**src/rtl/dcache_responder_if.sv**
```systemverilog
// Data-memory port bundle for dcache_responder.
// Carries the CPU-side request/response signals (mem_*) and the line-wide
// physical-memory signals (pmem_*).
// Modports:
//   slave  - the cache: takes CPU requests and issues line fills and writebacks.
//   master - its environment: drives CPU requests and answers the pmem port.
interface dcache_responder_if;
  logic [31:0]  mem_address;
  logic         mem_read;
  logic         mem_write;
  logic [3:0]   mem_byte_enable;
  logic [31:0]  mem_wdata;
  logic [31:0]  mem_rdata;
  logic         mem_resp;
  logic [31:0]  pmem_address;
  logic         pmem_read;
  logic         pmem_write;
  logic [255:0] pmem_wdata;
  logic [255:0] pmem_rdata;
  logic         pmem_resp;

  modport slave (
    input  mem_address, mem_read, mem_write, mem_byte_enable, mem_wdata,
    output mem_rdata, mem_resp,
    output pmem_address, pmem_read, pmem_write, pmem_wdata,
    input  pmem_rdata, pmem_resp
  );

  modport master (
    output mem_address, mem_read, mem_write, mem_byte_enable, mem_wdata,
    input  mem_rdata, mem_resp,
    input  pmem_address, pmem_read, pmem_write, pmem_wdata,
    output pmem_rdata, pmem_resp
  );
endinterface

```
**src/rtl/dcache_responder.sv**
```systemverilog
// dcache_responder: direct-mapped, write-back, write-allocate data cache with
// 32-byte lines.  A hit answers in the cycle the request is presented.  A miss
// first writes back a dirty victim and then fills the line.  The request is
// held by the requester, so it then hits on the cycle after the fill.
// Ports:
//   clk - system clock
//   rst - asynchronous active-high reset
//   bus - dcache_responder_if.slave (CPU request side plus 256-bit pmem side)
module dcache_responder #(
  parameter int S_INDEX  = 3,
  parameter int S_OFFSET = 5
) (
  input  logic                clk,
  input  logic                rst,
  dcache_responder_if.slave   bus
);
  localparam int NSETS = 2 ** S_INDEX;
  localparam int TAG_W = 32 - S_OFFSET - S_INDEX;

  typedef enum logic [1:0] {
    ST_IDLE      = 2'd0,
    ST_WRITEBACK = 2'd1,
    ST_FILL      = 2'd2
  } state_t;

  state_t r_state;
  state_t w_state_nxt;

  logic [NSETS-1:0] r_valid;
  logic [NSETS-1:0] r_dirty;
  logic [TAG_W-1:0] r_tag  [NSETS];
  logic [255:0]     r_data [NSETS];

  logic [TAG_W-1:0]   w_tag;
  logic [S_INDEX-1:0] w_index;
  logic [2:0]         w_word;
  logic [255:0]       w_line;
  logic               w_req;
  logic               w_hit;
  logic               w_hit_wr;
  logic               w_wb_done;
  logic               w_fill_done;
  logic               w_unused_addr;

  assign w_tag         = bus.mem_address[31:S_OFFSET+S_INDEX];
  assign w_index       = bus.mem_address[S_OFFSET+S_INDEX-1:S_OFFSET];
  assign w_word        = bus.mem_address[4:2];
  assign w_line        = r_data[w_index];
  assign w_req         = bus.mem_read | bus.mem_write;
  assign w_hit         = r_valid[w_index] & (r_tag[w_index] == w_tag);
  // The requester supplies word-aligned addresses, so the low bits carry nothing.
  assign w_unused_addr = ^bus.mem_address[1:0];

  // Merge the enabled byte lanes of a store word into one word of a line.
  function automatic logic [255:0] merge_line(input logic [255:0] line,
                                              input logic [2:0]   word,
                                              input logic [3:0]   be,
                                              input logic [31:0]  wdata);
    logic [255:0] v;
    v = line;
    for (int b = 0; b < 4; b++) begin
      if (be[b]) begin
        v[{word, 5'd0} + 8'(b * 8) +: 8] = wdata[b*8 +: 8];
      end
    end
    return v;
  endfunction

  // Controller state register.
  always_ff @(posedge clk or posedge rst) begin
    if (rst) begin
      r_state <= ST_IDLE;
    end else begin
      r_state <= w_state_nxt;
    end
  end

  // Next-state decode and all port outputs.  In reset the state is IDLE and
  // no set is valid, so nothing here can assert.
  always_comb begin
    w_state_nxt      = r_state;
    bus.mem_resp     = 1'b0;
    bus.mem_rdata    = 32'd0;
    bus.pmem_read    = 1'b0;
    bus.pmem_write   = 1'b0;
    bus.pmem_address = 32'd0;
    bus.pmem_wdata   = 256'd0;
    w_hit_wr         = 1'b0;
    w_wb_done        = 1'b0;
    w_fill_done      = 1'b0;
    case (r_state)
      ST_IDLE: begin
        if (w_req && w_hit) begin
          bus.mem_resp  = 1'b1;
          bus.mem_rdata = w_line[{w_word, 5'd0} +: 32];
          // A read and a write asserted together are handled as a write.
          w_hit_wr      = bus.mem_write;
        end else if (w_req && r_valid[w_index] && r_dirty[w_index]) begin
          w_state_nxt = ST_WRITEBACK;
        end else if (w_req) begin
          w_state_nxt = ST_FILL;
        end else begin
          w_state_nxt = ST_IDLE;
        end
      end
      ST_WRITEBACK: begin
        bus.pmem_write   = 1'b1;
        bus.pmem_address = {r_tag[w_index], w_index, {S_OFFSET{1'b0}}};
        bus.pmem_wdata   = w_line;
        if (bus.pmem_resp) begin
          w_wb_done   = 1'b1;
          w_state_nxt = ST_FILL;
        end else begin
          w_state_nxt = ST_WRITEBACK;
        end
      end
      ST_FILL: begin
        bus.pmem_read    = 1'b1;
        bus.pmem_address = {w_tag, w_index, {S_OFFSET{1'b0}}};
        if (bus.pmem_resp) begin
          w_fill_done = 1'b1;
          w_state_nxt = ST_IDLE;
        end else begin
          w_state_nxt = ST_FILL;
        end
      end
      default: begin
        w_state_nxt = ST_IDLE;
      end
    endcase
  end

  // Per-set valid and dirty bits.
  always_ff @(posedge clk or posedge rst) begin
    if (rst) begin
      r_valid <= '0;
      r_dirty <= '0;
    end else begin
      if (w_fill_done) begin
        r_valid[w_index] <= 1'b1;
        r_dirty[w_index] <= 1'b0;
      end else if (w_wb_done) begin
        r_dirty[w_index] <= 1'b0;
      end else if (w_hit_wr) begin
        r_dirty[w_index] <= 1'b1;
      end
    end
  end

  // Tag and data arrays.  They have no reset.  Every write strobe needs a
  // valid line or the FILL state, and reset clears both, so a fill aborted
  // by reset leaves the arrays untouched.
  always_ff @(posedge clk) begin
    if (w_fill_done) begin
      r_data[w_index] <= bus.pmem_rdata;
      r_tag[w_index]  <= w_tag;
    end else if (w_hit_wr) begin
      r_data[w_index] <= merge_line(w_line, w_word, bus.mem_byte_enable, bus.mem_wdata);
    end
  end
endmodule

```
**src/flat_wrapper.sv**
```systemverilog
// flat-port wrapper written by rule: the top's interface ports become plain ports
module dcache_responder_flat 
#(
  parameter int S_INDEX  = 3,
  parameter int S_OFFSET = 5
)
  (clk, rst, bus_mem_address, bus_mem_read, bus_mem_write, bus_mem_byte_enable, bus_mem_wdata, bus_mem_rdata, bus_mem_resp, bus_pmem_address, bus_pmem_read, bus_pmem_write, bus_pmem_wdata, bus_pmem_rdata, bus_pmem_resp);
  dcache_responder_if bus_i ();
  input  logic clk;
  input  logic rst;
  input wire logic [$bits(bus_i.mem_address)-1:0] bus_mem_address;
  input wire logic [$bits(bus_i.mem_read)-1:0] bus_mem_read;
  input wire logic [$bits(bus_i.mem_write)-1:0] bus_mem_write;
  input wire logic [$bits(bus_i.mem_byte_enable)-1:0] bus_mem_byte_enable;
  input wire logic [$bits(bus_i.mem_wdata)-1:0] bus_mem_wdata;
  output wire logic [$bits(bus_i.mem_rdata)-1:0] bus_mem_rdata;
  output wire logic [$bits(bus_i.mem_resp)-1:0] bus_mem_resp;
  output wire logic [$bits(bus_i.pmem_address)-1:0] bus_pmem_address;
  output wire logic [$bits(bus_i.pmem_read)-1:0] bus_pmem_read;
  output wire logic [$bits(bus_i.pmem_write)-1:0] bus_pmem_write;
  output wire logic [$bits(bus_i.pmem_wdata)-1:0] bus_pmem_wdata;
  input wire logic [$bits(bus_i.pmem_rdata)-1:0] bus_pmem_rdata;
  input wire logic [$bits(bus_i.pmem_resp)-1:0] bus_pmem_resp;
  assign bus_i.mem_address = bus_mem_address;
  assign bus_i.mem_read = bus_mem_read;
  assign bus_i.mem_write = bus_mem_write;
  assign bus_i.mem_byte_enable = bus_mem_byte_enable;
  assign bus_i.mem_wdata = bus_mem_wdata;
  assign bus_mem_rdata = bus_i.mem_rdata;
  assign bus_mem_resp = bus_i.mem_resp;
  assign bus_pmem_address = bus_i.pmem_address;
  assign bus_pmem_read = bus_i.pmem_read;
  assign bus_pmem_write = bus_i.pmem_write;
  assign bus_pmem_wdata = bus_i.pmem_wdata;
  assign bus_i.pmem_rdata = bus_pmem_rdata;
  assign bus_i.pmem_resp = bus_pmem_resp;
  dcache_responder #(.S_INDEX(S_INDEX), .S_OFFSET(S_OFFSET)) u_core (.clk(clk), .rst(rst), .bus(bus_i));
endmodule
```
**config.mk**
```make
export PLATFORM = sky130hd
export DESIGN_NAME = dcache_responder_flat
export DESIGN_NICKNAME = d
export VERILOG_FILES = /design/src/rtl/dcache_responder_if.sv /design/src/rtl/dcache_responder.sv /design/src/flat_wrapper.sv
export SDC_FILE = /design/constraint.sdc
export NUM_CORES = 2
export LEC_CHECK = 0
export BUFFER_PORTS_ARGS = -buffer_cell sky130_fd_sc_hd__buf_2
export CORE_ASPECT_RATIO = 1.2
export CORE_MARGIN = 3
export CORE_UTILIZATION = 60
export CTS_BUF_LIST = sky130_fd_sc_hd__clkbuf_16
export DETAILED_ROUTE_END_ITERATION = 16
export HOLD_SLACK_MARGIN = 0.06
export PLACE_DENSITY_LB_ADDON = 0.12
export SLEW_MARGIN = 40
export SYNTH_ARGS = -nofsm -noshare
export SYNTH_HDL_FRONTEND = slang
export SYNTH_SLANG_ARGS = --single-unit
```
**constraint.sdc**
```tcl
create_clock -name clk -period 25.1 [get_ports clk]
set_clock_uncertainty 0.05 [all_clocks]
set_input_delay 1.255 -clock clk [delete_from_list [all_inputs] [get_ports clk]]
set_output_delay 1.255 -clock clk [all_outputs]
set_load 0.005 [all_outputs]
```
=== Word level (Yosys, flattened, before mapping) ===
Memories as Yosys holds them, arrays and structs flattened.
Cells that the tools add are included.

* Muxes and demuxes: 50
* Magnitude comparators: 2
* Bitwise gates (word level): 7
* Multiply operators: 0
* Reductions and logical operators: 6
* Eq/ne operators: 4
* Divide/modulo/power cells: 0
* $add $sub $neg: 7
* Shift-type cells: 9

{| class="wikitable"
|+ Operators by type and width
! kind !! count
|-
| 256-bit 2-to-1 mux || 14
|-
| 256-bit bitwise mux || 4
|-
| 8-bit by 10-bit variable shift with 256-bit output (first input constant) || 4
|-
| 8-bit by 10-bit variable part select with 256-bit output || 4
|-
| 256-bit by 9-bit variable part select with 32-bit output || 1
|-
| 32-bit 2-to-1 mux || 2
|-
| 32-bit one-hot mux with 2 select lines || 1
|-
| 8-bit negator with 10-bit output || 4
|-
| 24-bit equality test || 1
|-
| 8-bit 2-to-1 mux || 3
|-
| 1-bit 2-to-1 mux || 17
|-
| 8-bit by 5-bit adder with 8-bit output (second input constant) || 2
|-
| 8-bit OR || 2
|-
| 2-bit 2-to-1 mux || 5
|-
| 8-bit by 4-bit adder with 8-bit output (second input constant) || 1
|-
| 8-bit AND || 1
|-
| 8-bit NOT || 1
|-
| 1-bit binary-select mux with 3-bit select || 2
|-
| 2-bit one-hot mux with 3 select lines || 1
|-
| 1-bit logical AND || 4
|-
| 3-bit by 4-bit less-than comparator with 1-bit output (second input constant) || 1
|-
| 1-bit demux with 3-bit select || 1
|-
| 3-bit by 1-bit greater-or-equal comparator with 1-bit output (second input constant) || 1
|-
| 3-bit nonzero test || 1
|-
| other kinds (6) || 7
|}

* Bits of input ports: 329
* Memories kept: 2
* Logic and storage cells: 90
* Register bits after elaboration: 18
* Latch bits: 0
* Output and inout bits: 323
* Memory bits (read-only): 0
* Memory bits (writable): 2240

{| class="wikitable"
|+ Memories
! name !! depth !! bits a word !! read ports !! clocked after Yosys merged registers in !! wr ports !! line !! text
|-
| u_core.r_data || 8 || 256 || 1 || 0 || 1 || dcache_responder.sv:32 || <nowiki>logic [255:0] r_data [NSETS];</nowiki>
|-
| u_core.r_tag || 8 || 24 || 1 || 0 || 1 || dcache_responder.sv:31 || <nowiki>logic [TAG_W-1:0] r_tag [NSETS];</nowiki>
|}

=== Longest topological paths before layout ===
* Word-level depth: 21
* Mapped depth: 14

=== Worst setup path after synthesis ===
No wires, ideal clock.

* Path kind: input to register
* From: input port bus_mem_address[6]
* To: memory u_core.r_data[7][0] (enable)
* Data required time: 23823 ps
* Setup slack: 2636 ps
* Arrival: 21187 ps
* Cell stages on the path: 10
* Cells stage by stage: buf_6 > buf_6 > mux4_2 > mux2i_1 > xor2_1 > nand3b_1 > nor4_1 > nand4_1 > clkbuf_1 > o21ai_0

* Word-level cells in the longest chain between the ends: 10
* Elaborated cells on any way between the ends: 12

{| class="wikitable"
|+ RTL lines
! item !! line !! text
|-
| start, declared || flat_wrapper.sv:11 || <nowiki>input wire logic [$bits(bus_i.mem_address)-1:0] bus_mem_address;</nowiki>
|-
| memory read 8 x 24 bit or 1-bit binary-select mux with 3-bit select (tied branches) || n/a ||
|-
| 24-bit equality test or 1-bit 2-to-1 mux (tied branches) || dcache_responder.sv:50 || <nowiki>assign w_hit = r_valid[w_index] & (r_tag[w_index] == w_tag);</nowiki>
|-
| 1-bit AND || dcache_responder.sv:50 ||
|-
| 1-bit logical AND || dcache_responder.sv:93 || <nowiki>if (w_req && w_hit) begin</nowiki>
|-
| 1-bit 2-to-1 mux || dcache_responder.sv:93 ||
|-
| 1-bit 2-to-1 mux || dcache_responder.sv:91 || <nowiki>case (r_state)</nowiki>
|-
| 1-bit 2-to-1 mux || dcache_responder.sv:157 || <nowiki>end else if (w_hit_wr) begin</nowiki>
|-
| 1-bit 2-to-1 mux || dcache_responder.sv:154 || <nowiki>if (w_fill_done) begin</nowiki>
|-
| 1-bit 2-to-1 mux (not written as such) || dcache_responder.sv:158 || <nowiki>r_data[w_index] <= merge_line(w_line, w_word, bus.mem_byte_enable, bus.mem_wdata);</nowiki>
|-
| 1-bit OR (no line) || n/a ||
|-
| end, declared || dcache_responder.sv:32 ||
|}

Several ways; a longest one is shown, not always the timed one. The select of a mux whose other input is x is not followed.

=== Final worst setup path ===
* From: input port bus_mem_address[6]
* To: output port bus_mem_rdata[21]

* Word-level cells in the longest chain between the ends: 6
* Elaborated cells on any way between the ends: 10

{| class="wikitable"
|+ RTL lines
! item !! line !! text
|-
| parallel branches: the longest is 4 deep, another holds memory read 8 x 256 bit || n/a ||
|-
| 32-bit 2-to-1 mux * || dcache_responder.sv:93 ||
|-
| 32-bit 2-to-1 mux * || dcache_responder.sv:91 ||
|-
| end, declared || flat_wrapper.sv:16 || <nowiki>output wire logic [$bits(bus_i.mem_rdata)-1:0] bus_mem_rdata;</nowiki>
|}

Every way passes the cells marked *. The select of a mux whose other input is x is not followed.

==> results.toml <==
[clock_network]
worst_skew_pair.late_latency_ns = 0.84
cts_buffers = 207
clk_pin_slew_worst_paths_ns = 0.06
post_cts_resized = 0
clock_path_buffers = 3
h-tree-depth = 4
cts-root-buf = "clkbuf_16"
clock-sinks = 2258
post_cts_buffers = 0
cts_tree = "yes"
cts_hold_buffers = 0

[finish]
finalNetCount = 6723
drive_above_1_share = 0.274
layout_common_cells = "edfxtp_1, buf_2, a22oi_1, nand2_1, o21ai_0"
area_delta_synth_final_pct = 13.1
layout_commonest_cell = "edfxtp_1"
post-route-util = 0.684
instances_no_fill = 8662

[worst_setup_path]
crit_arrival_ns = 7.12
path_cells = "buf_8 > buf_4 > buf_4 > and3b_4 > a22oi_1 > and4_1 > xnor2_1 > nor4_2 > nand3_4 > buf_4 > nor4_1 > buf_2"
cpMostUsedCell = "buf_4"
cp-start-kind = "input pin"
cp_num_buf_inv = 5
end_kind = "output pin"
crit_required_ns = 23.80
max_stage_delay_ns = 0.82
crit_type = "input pin to output pin"
cpMaxStageDelayCell = "nor4_1"
critical-path-top-delay-family = "simple AND/OR/NAND/NOR gates"
critPathMaxFanout = 37

[global_route]
grt_pass1_vias = 57825
grtUsageTotal = 0.382
antenna_found_initial = 28
grt_pass1_wl_um = 436000
grt_max_degree = 118
grt_overflow = 0

[sta]
slew_headroom = 0.324
period_needed_ns = 8.42
drv_slew = 0
rsz0062_at_grt = "false"
setup_viol = 0
setup_tns_ns = 0
fmax_mhz = 119
hold_viol_final = 0
tightest_slew_ns = 1.01
fin_crit_sh = 0.336

[power_and_ir_drop]
p_per_area_nw_per_um2 = 77.0
total_power_w = 0.00826
p_leak_nw = 36.3
worst_ir_drop_vdd_v = 0.0000865

[status]
status = "completed"

[yosys]
ys.flop_type = "edfxtp_1"
synthesis.area_um2 = 94800
yosysWarnings = 0
ys_seq_area_frac = 0.714
synth_seq_cells = 2258
synthArstFlopShare = 0.00797
synth.avg_cell_area_um2 = 16.4
syn_inst = 5764
ys_types = 76
synth_edf_count = 2240

[floorplanning]
row_count = 159
design.core.area_um2 = 157000
io_pins = 652
initial_utilization = 0.605
die_h_um = 441
die_x_um = 369
die-area_um2 = 163000

[worst_hold_path]
hold_path_class = "flip-flop to flip-flop"

[job]
cap_violations = 0

[routing]
drtAntennaViolNets = 0
drc = 0
firstDrtPassIters = 7
vias = 60991
vias_per_cell = 7.04
first_iter_violations = 9556
drt_wl_total_um = 315000
routedWlPerCell_um = 36.4

[placement]
io_buffer_count = 644
dp_hpwl_um = 192000
gp_congestion = 0.873
dp_cells = 8264
## area by class of cell
type | count | area [µm²]
inverter | 23 | 109
antenna | 20 | 50.0
multi-input combinational | 3069 | 25200
fill | 10656 | 49500
timing repair buffer | 825 | 5130
clock inverter | 161 | 1080
clock buffer | 213 | 5330
tap | 2093 | 2620
sequential | 2258 | 67700
## cell usage after synthesis, drive strengths merged (5+ instances only)
cell	number	area (µm²)
a2111oi	10	96.4
a21oi	96	480
a221o	38	380
a221oi	171	1500
a22o	47	412
a22oi	550	4130
a31oi	47	294
and2	183	1140
and3	7	43.8
and4	29	254
buf	199	1400
clkbuf	219	822
dfrtp	18	450
edfxtp	2240	67300
ha	10	125
inv	20	75.1
mux2	479	6140
mux2i	44	453
mux4	156	3510
nand2	410	1540
nand2b	6	37.5
nand3	87	435
nand4	50	313
nor2	182	683
nor2b	21	131
nor3	11	65.1
nor3b	5	42.5
nor4	26	175
o21ai	266	1330
o21bai	7	52.6
o221ai	7	61.3
o22a	16	140
o22ai	32	200
or2	9	56.3
or3	5	31.3
xnor2	10	87.6
xor2	5	51.3
## logic make-up after synthesis
logic type,share of synthesized area
AOI/OAI and AO/OA,0.0981
adders and majority gates,0.00132
DFF,0.714
other,0.0000396
muxes,0.107
xor gates and xnor gates,0.00147
and+or+nand+nor,0.0538
buffers and inverters,0.0243
## flip-flops by register name, summed over array words and instances (netlist names), named ones only
| name | cells |
|---|---|
| u_core.r_data | 2048 |
| u_core.r_tag | 192 |
| u_core.r_valid | 8 |
| u_core.r_state | 2 |
## through the flow
stage / area (µm²) / hold slack, ns / setup WS [ns]
finish: 107000 / 0.423 / 16.68
detailed placement: 101000 / 0.405 / 16.17
floorplan: 94800 / 0.385 / 2.64
global route: 107000 / 0.435 / 16.56
CTS: 107000 / 0.419 / 16.78
global placement: 100000 / 0.401 / 15.07
## worst reg2reg max path, cell delays in order, from the launching register on
cell,delay (ns)
edfxtp_1,0.37
mux4_2,0.47
mux2i_1,0.26
xnor2_1,0.10
nor2_1,0.12
nor4b_2,0.54
nand4_1,0.22
buf_4,0.31
o21bai_4,0.19
buf_6,0.52
buf_6,0.69
buf_6,0.70
buf_6,0.72
## path summary, 6_finish.rpt
kind,from,end,slack (ns),depth (start not counted)
max,bus_mem_address[6],bus_mem_rdata[21],16.68,12
min,u_core.r_valid[5]$_DFFE_PP0P_,u_core.r_valid[5]$_DFFE_PP0P_,0.42,1
max reg2reg,u_core.r_tag[0][18]$_DFFE_PP_,u_core.r_data[3][89]$_DFFE_PP_,19.40,12
min reg2reg,u_core.r_valid[5]$_DFFE_PP0P_,u_core.r_valid[5]$_DFFE_PP0P_,0.42,1
max in group asynchronous,rst,u_core.r_valid[4]$_DFFE_PP0P_,24.02,2
min in group asynchronous,rst,async pin,0.51,2
## per-layer routing
metal / GRT usage / vias to the layer above / part of all wire
met5: 0 / - / 0.00057
met4: 0.234 / 26 / 0.070
met3: 0.109 / 824 / 0.14
met2: 0.556 / 4818 / 0.44
met1: 0.517 / 30767 / 0.35
li1: - / 24556 / -
## power breakdown
part,switching [W],internal [W]
clock network,0.00135,0.00167
logic,0.000628,0.000299
registers,0.0000288,0.00428
Power figures use the tool's default switching activity.
